`config.mk`:
```
export PLATFORM = sky130hd
export DESIGN_NAME = synapse_event_dispatcher
export DESIGN_NICKNAME = d
export VERILOG_FILES = /design/src/rtl/synapse_event_dispatcher.sv
export SDC_FILE = /design/constraint.sdc
export NUM_CORES = 2
export LEC_CHECK = 0
export CAP_MARGIN = 5
export CORE_MARGIN = 4
export CORE_UTILIZATION = 40
export DETAILED_ROUTE_END_ITERATION = 12
export PLACE_DENSITY_LB_ADDON = 0.1
export REMOVE_ABC_BUFFERS = 1
export SYNTH_ARGS = -nofsm -noshare
export SYNTH_HDL_FRONTEND = slang
export SYNTH_MEMORY_MAX_BITS = 65536
export SYNTH_SLANG_ARGS = --single-unit
```
`constraint.sdc`:
```
create_clock -name clk -period 2.35 [get_ports clk]
set_input_delay 0.235 -clock clk [delete_from_list [all_inputs] [get_ports clk]]
set_output_delay 0.235 -clock clk [all_outputs]
set_load 0.1 [all_outputs]
```
`src/rtl/synapse_event_dispatcher.sv`:
```
// Synaptic event dispatcher: queues presynaptic spikes, walks every target of the
// popped source through a weight table and emits one event per nonzero weight.
module synapse_event_dispatcher #(
  parameter int SRC_WIDTH    = 6,
  parameter int TGT_WIDTH    = 3,
  parameter int WEIGHT_WIDTH = 8,
  parameter int FIFO_DEPTH   = 8,
  parameter int SKIP_ZERO    = 1
) (
  input  logic                              clk,
  input  logic                              rst_n,
  input  logic                              enable,
  input  logic                              spk_in_valid,
  output logic                              spk_in_ready,
  input  logic [SRC_WIDTH-1:0]              spk_in_src,
  input  logic                              cfg_we,
  input  logic [SRC_WIDTH+TGT_WIDTH-1:0]    cfg_addr,
  input  logic [WEIGHT_WIDTH:0]             cfg_wdata,
  output logic                              syn_valid,
  input  logic                              syn_ready,
  output logic [TGT_WIDTH-1:0]              syn_target,
  output logic [WEIGHT_WIDTH-1:0]           syn_weight,
  output logic                              syn_excitatory,
  output logic                              busy,
  output logic [$clog2(FIFO_DEPTH):0]       fifo_count,
  output logic [31:0]                       events_out
);

  localparam int PTR_W  = $clog2(FIFO_DEPTH);
  localparam int CNT_W  = PTR_W + 1;
  localparam int ADDR_W = SRC_WIDTH + TGT_WIDTH;

  typedef enum logic [1:0] {S_IDLE, S_READ, S_EMIT} state_t;

  state_t                 state, state_nxt;
  logic [SRC_WIDTH-1:0]   fifo_mem [FIFO_DEPTH];
  logic [PTR_W-1:0]       wr_ptr, rd_ptr;
  logic [CNT_W-1:0]       count;
  logic                   fifo_full, fifo_empty, push, pop;

  logic [WEIGHT_WIDTH:0]  wtab [1 << ADDR_W];
  logic [WEIGHT_WIDTH:0]  rd_data;
  logic [SRC_WIDTH-1:0]   cur_src;
  logic [TGT_WIDTH-1:0]   cur_tgt;
  logic                   handshake, out_free, is_skip, load_out, advance;

  assign fifo_full    = (count == CNT_W'(FIFO_DEPTH));
  assign fifo_empty   = (count == '0);
  // Ready depends only on occupancy, so a full FIFO refuses even when popping.
  assign spk_in_ready = !fifo_full;
  assign push         = spk_in_valid && !fifo_full;
  assign pop          = (state == S_IDLE) && enable && !fifo_empty;
  assign fifo_count   = count;
  assign busy         = (state != S_IDLE) || !fifo_empty;

  assign handshake = syn_valid && syn_ready;
  assign out_free  = !syn_valid || syn_ready;
  assign is_skip   = (SKIP_ZERO != 0) && (rd_data[WEIGHT_WIDTH-1:0] == '0);

  // NOTE: storage arrays carry no reset so they map onto plain RAM; only control state is reset.
  always_ff @(posedge clk) begin
    if (push) fifo_mem[wr_ptr] <= spk_in_src;
  end

  // NOTE: sequential state always uses non-blocking assignment so every flop samples pre-edge values.
  always_ff @(posedge clk) begin
    if (!rst_n) begin
      wr_ptr <= '0;
      rd_ptr <= '0;
      count  <= '0;
    end else begin
      if (push) wr_ptr <= wr_ptr + 1'b1;
      if (pop)  rd_ptr <= rd_ptr + 1'b1;
      case ({push, pop})
        2'b10:   count <= count + 1'b1;
        2'b01:   count <= count - 1'b1;
        default: ;
      endcase
    end
  end

  // Read-first table: a write and a read to one address in the same cycle return old data.
  always_ff @(posedge clk) begin
    if (cfg_we)             wtab[cfg_addr] <= cfg_wdata;
    if (state == S_READ)    rd_data        <= wtab[{cur_src, cur_tgt}];
  end

  // NOTE: every always_comb output gets a default first, so no path can infer a latch.
  always_comb begin
    state_nxt = state;
    load_out  = 1'b0;
    advance   = 1'b0;
    case (state)
      S_IDLE: if (pop) state_nxt = S_READ;
      S_READ: state_nxt = S_EMIT;
      S_EMIT: begin
        if (is_skip) begin
          advance = 1'b1;
        end else if (out_free) begin
          load_out = 1'b1;
          advance  = 1'b1;
        end
      end
      default: state_nxt = S_IDLE;
    endcase
    if (advance) state_nxt = (cur_tgt == '1) ? S_IDLE : S_READ;
  end

  always_ff @(posedge clk) begin
    if (!rst_n) begin
      state   <= S_IDLE;
      cur_src <= '0;
      cur_tgt <= '0;
    end else begin
      state <= state_nxt;
      if (pop) begin
        cur_src <= fifo_mem[rd_ptr];
        cur_tgt <= '0;
      end else if (advance) begin
        cur_tgt <= cur_tgt + 1'b1;
      end
    end
  end

  // The output register holds an event until accepted; the next target's read overlaps it.
  always_ff @(posedge clk) begin
    if (!rst_n) begin
      syn_valid      <= 1'b0;
      syn_target     <= '0;
      syn_weight     <= '0;
      syn_excitatory <= 1'b0;
    end else if (load_out) begin
      syn_valid      <= 1'b1;
      syn_target     <= cur_tgt;
      syn_weight     <= rd_data[WEIGHT_WIDTH-1:0];
      syn_excitatory <= !rd_data[WEIGHT_WIDTH];
    end else if (handshake) begin
      syn_valid      <= 1'b0;
    end
  end

  always_ff @(posedge clk) begin
    if (!rst_n)                              events_out <= '0;
    else if (handshake && events_out != '1)  events_out <= events_out + 32'd1;
  end

endmodule

```
Word-level counts from Yosys, hierarchy flattened
Memory sizes are Yosys's and may differ from the RTL's. A register that Yosys moved wholly into a read port is not among the register bits.
Index checks and enable logic that the tools add are counted.
- output and inout bits: 51
- bits in writable memories: 4656
- logic and storage cells: 64
- flip-flop bits (word level): 60
- memories: 2
- equal/unequal tests: 9
- mux-type cells: 16
- reductions and logical operators: 20
- add/subtract/negate cells: 6
- bitwise operators: 1
- memory list (name ; depth ; width ; rd ports ; clocked after Yosys merged registers in ; write ports ; RTL line ; text):
    wtab ; 512 ; 9 ; 1 ; 1 ; 1 ; 41 ; logic [WEIGHT_WIDTH:0] wtab [1 << ADDR_W];
    fifo_mem ; 8 ; 6 ; 1 ; 1 ; 1 ; 36 ; logic [SRC_WIDTH-1:0] fifo_mem [FIFO_DEPTH];
- operator list (operator ; number):
    $add 32x1->32 const B ; 1
    $ne 32x32->1 const B ; 1
    $mux 1 ; 12
    $add 3x1->3 const B ; 3
    $logic_not 8->1 ; 1
    $pmux 4 s2 ; 1
    $pmux 2 s3 ; 1
    $reduce_bool 2->1 ; 3
    $logic_and 1x1->1 ; 5
    $logic_not 1->1 ; 5
    $add 4x1->4 const B ; 1
    $eq 2x1->1 const B ; 2
    $eq 2x2->1 const B ; 2
    $eq 4x4->1 const B ; 1
    $logic_not 4->1 ; 1
    $mux 2 ; 2
    $sub 4x1->4 const B ; 1
    $eq 3x3->1 const B ; 1
    $ne 3x3->1 const B ; 1
    $logic_not 2->1 ; 1
    $logic_or 1x1->1 ; 2
    $ne 2x2->1 const B ; 1
    $reduce_and 2->1 ; 1
    $reduce_or 2->1 ; 1
    $not 1->1 ; 1

Depth between registers and ports, before layout
- word-level depth: 7
- depth in mapped cells: 14
- depth with buffers taken out: 11

Worst setup path before layout
No wires, ideal clock.
- path kind: reg-to-reg
- from: reg count[0], in the netlist fifo_count[0]
- to: reg count[2], in the netlist fifo_count[2]
- arrival time: 3671 ps
- stages on the path, launching flop included: 11
- slack: -1396 ps
- setup time: 76 ps
- period minus slack after synthesis: 3746 ps
- data required time: 2274 ps
- cell sequence: dfxtp_1 nor3_1 nand2_1 nand2_1 ha_1 xor2_1 ha_1 a21oi_1 xor2_1 or3_1 a21boi_0
- word-level cells in the longest chain between the ends: 5
- ends and longest elaborated chain (element ; RTL line ; text):
    start: declaration ; 38 ; logic [CNT_W-1:0] count;
    start signal: assignment ; 75 ; 2'b10: count <= count + 1'b1;
    start signal: assignment ; 76 ; 2'b01: count <= count - 1'b1;
    $eq 4x4->1 * ; 47 ; assign fifo_full = (count == CNT_W'(FIFO_DEPTH));
    $logic_not 1->1 * ; n/a ;
    net spk_in_ready ; 14 ; output logic spk_in_ready,
    $logic_and 1x1->1 * ; 51 ; assign push = spk_in_valid && !fifo_full;
    $eq 2x1->1 / $eq 2x2->1 (equally long branches) ; 74 ; case ({push, pop})
    $pmux 4 s2 / $reduce_bool 2->1 (equally long branches) ; n/a ;
Mark *: on every way through the listed nets, which the timed path passes. The rest lies on a longest branch.
A chain may end at the register's enable or synchronous reset.

==> flow_summary.json <==
{
  "vias": 105000,
  "synth_edf_count": 4665,
  "htreeDepth": 6,
  "power_switching_w": 0.0542,
  "skew_ns": 0.0342,
  "syn-cell-area_mm2": 0.187,
  "coreArea_mm2": 0.465,
  "path_class": "flop to flop",
  "ys_warn_count": 0,
  "period_share_pct": 148,
  "root_buffer": "clkbuf_16",
  "power_density_mw_per_mm2": 902,
  "drtPass1Iterations": 8,
  "hold_violations": 0,
  "pwr-share-seq_pct": 45.1,
  "cap_viol_max_count": 0,
  "yosys.area.top_type_share_pct": 74.9,
  "worstSetupStartpointType": "flop",
  "async_reset_ff_share_pct": 0,
  "fin_nets": 11700,
  "grt_overflow": 0,
  "synth.yosys.seq_area_share_pct": 75.6,
  "required_ns": 3.23,
  "clkPwrFrac_pct": 38.6,
  "violations": "negative setup slack",
  "placementRows": 250,
  "port_buffers": 80,
  "die_y_um": 692,
  "drive_above_1_share_pct": 32.8,
  "hold_path_class": "input port to flop",
  "max_freq_mhz": 287,
  "gp_routability_congestion": 0.894,
  "grt_pass1_vias": 105000,
  "worst_pin_slew_ns": 0.897,
  "wire_per_inst_um": 33.4,
  "drt_first_iter_violations": 12400,
  "p_int_w": 0.154,
  "ir_drop_uv": 822,
  "worstPathMaxFanout": 12,
  "grt_max_degree": 131,
  "synth_area_leaders": "edfxtp_1 (75%), mux4_2 (8.1%), mux2i_1 (4.8%)",
  "finalWirelength_mm": 609,
  "synth_common_cells": "edfxtp_1 (4665), mux2i_1 (897), mux4_2 (670)",
  "drv_slew": 0,
  "synth_cell_types": 96,
  "clk_pin_slew_worst_paths_ns": 0.06,
  "yosys.area.top_type": "edfxtp_1",
  "syn_inst": 9485,
  "finalSetupTns_ns": -9.40,
  "clock-sinks": 4731,
  "status": "finished with violations",
  "synth-main-ff-cell": "edfxtp_1",
  "antenna_found_initial": 54,
  "yosys.cell_count.top_type": "edfxtp_1",
  "setup_ws_ns": -1.13,
  "grt_pass1_wl_mm": 842,
  "vias_per_cell": 5.75,
  "synth.avg_cell_area_um2": 19.7,
  "swShare_pct": 26.1,
  "areaGrowthSynthToFinish_pct": 23.2,
  "cts_tree": "done",
  "ys_ff_latch": 4731,
  "ant_nets": 0,
  "p_leak_nw": 73.8,
  "start_util_pct": 40.2,
  "grt_setup_unrepaired": "yes",
  "cp_data_arrival_time_ns": 4.36,
  "io_pins": 81,
  "place_hpwl_mm": 405,
  "drc": 0,
  "track_usage_pct": 24.9,
  "p_comb_share_pct": 16.3,
  "timing.hold.ws_ns": 0.171,
  "clock_latency_ns": 1.07,
  "fp.dieW_um": 692,
  "period_minus_slack_ns": 3.48,
  "slew-limit-headroom_pct": 40.2,
  "setup_viol_count_final": 9,
  "end_kind": "flop",
  "clockBufferDepth": 4,
  "cts_buffers": 525,
  "fillers": 38200,
  "die_area_mm2": 0.478
}
-- registers in the layout, indices dropped and copies added (netlist names), 3 cells and up --
register / count
syn_target: 3
rd_ptr: 3
fifo_count: 4
wr_ptr: 3
cur_src: 6
cur_tgt: 3
wtab: 4608
fifo_mem: 48
events_out: 32
syn_weight: 8
rd_data: 9
-- cell usage in the layout (no fill, tap or decap), types with 109 or more instances in the layout --
cell type  synthesis  layout
mux2i_1          897     884
nand2_1          193     172
edfxtp_1        4665    4665
mux4_2           670     676
nor2_1           635     629
o22ai_1          225     198
buf_12            37     286
o221ai_1         258     231
clkbuf_16          0     550
buf_4             40    1780
clkinv_1           1     109
a21oi_1          209     188
-- power groups by stage --
stage	clock network [W]	logic, W	registers (W)
finish	0.0803	0.0339	0.0936
global route	0.0855	0.0351	0.0936
CTS	0.0818	0.0330	0.0936
detailed placement	0	0.0309	0.0954
global placement	0	0.0308	0.0954
floorplan	0	0.00912	0.0960
-- kinds of logic after synthesis --
logic type,count (synthesis),share of synthesized area (%)
AO/OA/AOI/OAI,1133,4.28
XOR/XNOR,39,0.183
adder cells (fa/ha/maj),8,0.0536
buffers and inverters,602,2.45
flip-flops,4731,75.6
multiplexers,1700,14.3
AND/OR/NAND/NOR,1272,3.13
-- metal layers --
metal  share of wire (%)  GRT usage [%]  vias to the layer above
met4                 2.8           6.73                       12
met5               0.014              0                        -
met2                  46           38.7                     4321
met3                 7.9           4.69                      801
met1                  43           36.1                    56000
li1                    -              -                    43700
-- per-stage QoR --
stage	instance area, um2	worst slack [ns]	std cells	util, %	total power, W
5_1_grt	230000	-1.11	18300	49.6	0.214
4_1_cts	229000	-1.12	18200	49.3	0.208
3_3_place_gp	209000	-1.73	17100	45.1	0.126
6_report	230000	-1.13	18300	49.6	0.208
3_5_place_dp	209000	-1.69	17100	45.1	0.126
2_1_floorplan	182000	-58.95	8895	-	0.105
-- worst max-delay path, cell delays in order, from the launching register on --
cell and delay, ns:
dfxtp_4 0.41, or2_4 0.34, buf_4 0.22, buf_4 0.22, buf_4 0.22, o22a_1 0.27, nor3b_1 0.17, o21ai_1 0.34
nand4_1 0.37, o31a_1 0.32, buf_12 0.18, a211oi_2 0.21
-- cell type report --
class / instances / area [um2] / share of cell area (%)
Clock buffer: 651 / 14000 / 6.10
Sequential cell: 4731 / 141000 / 61.4
Antenna cell: 12 / 30.0 / 0.0130
Tap cell: 6174 / 7720 / 3.35
Clock inverter: 295 / 2650 / 1.15
Timing Repair Buffer: 2226 / 21700 / 9.43
Multi-Input combinational cell: 4152 / 42600 / 18.5
Inverter: 12 / 60.1 / 0.0261
-- repair_timing --
action / in CTS / in global routing
cloned: 13 / 5
endpoints found under the setup margin: 12 / 20
buffers inserted: 80 / 73
hold buffers: 17 / 0
pin swaps: 61 / 69
resized for setup: 365 / 164
endpoints found under the hold margin: 3298 / 0
-- final timing paths --
| check | slack, ns | depth (start not counted) | end | from |
|---|---|---|---|---|
| max | -1.13 | 11 | rd_data[2]$_DFFE_PN_ | cur_tgt[1]$_SDFFE_PP0P_ |
| max reg2reg | -1.13 | 11 | rd_data[2]$_DFFE_PN_ | cur_tgt[1]$_SDFFE_PP0P_ |
| min reg2reg | 0.52 | 2 | syn_weight[7]$_SDFFE_PN0P_ | syn_weight[7]$_SDFFE_PN0P_ |
| min | 0.17 | 2 | wtab[279][4]$_DFFE_PP_ | cfg_wdata[4] |
(Power assumes the default switching activity.)
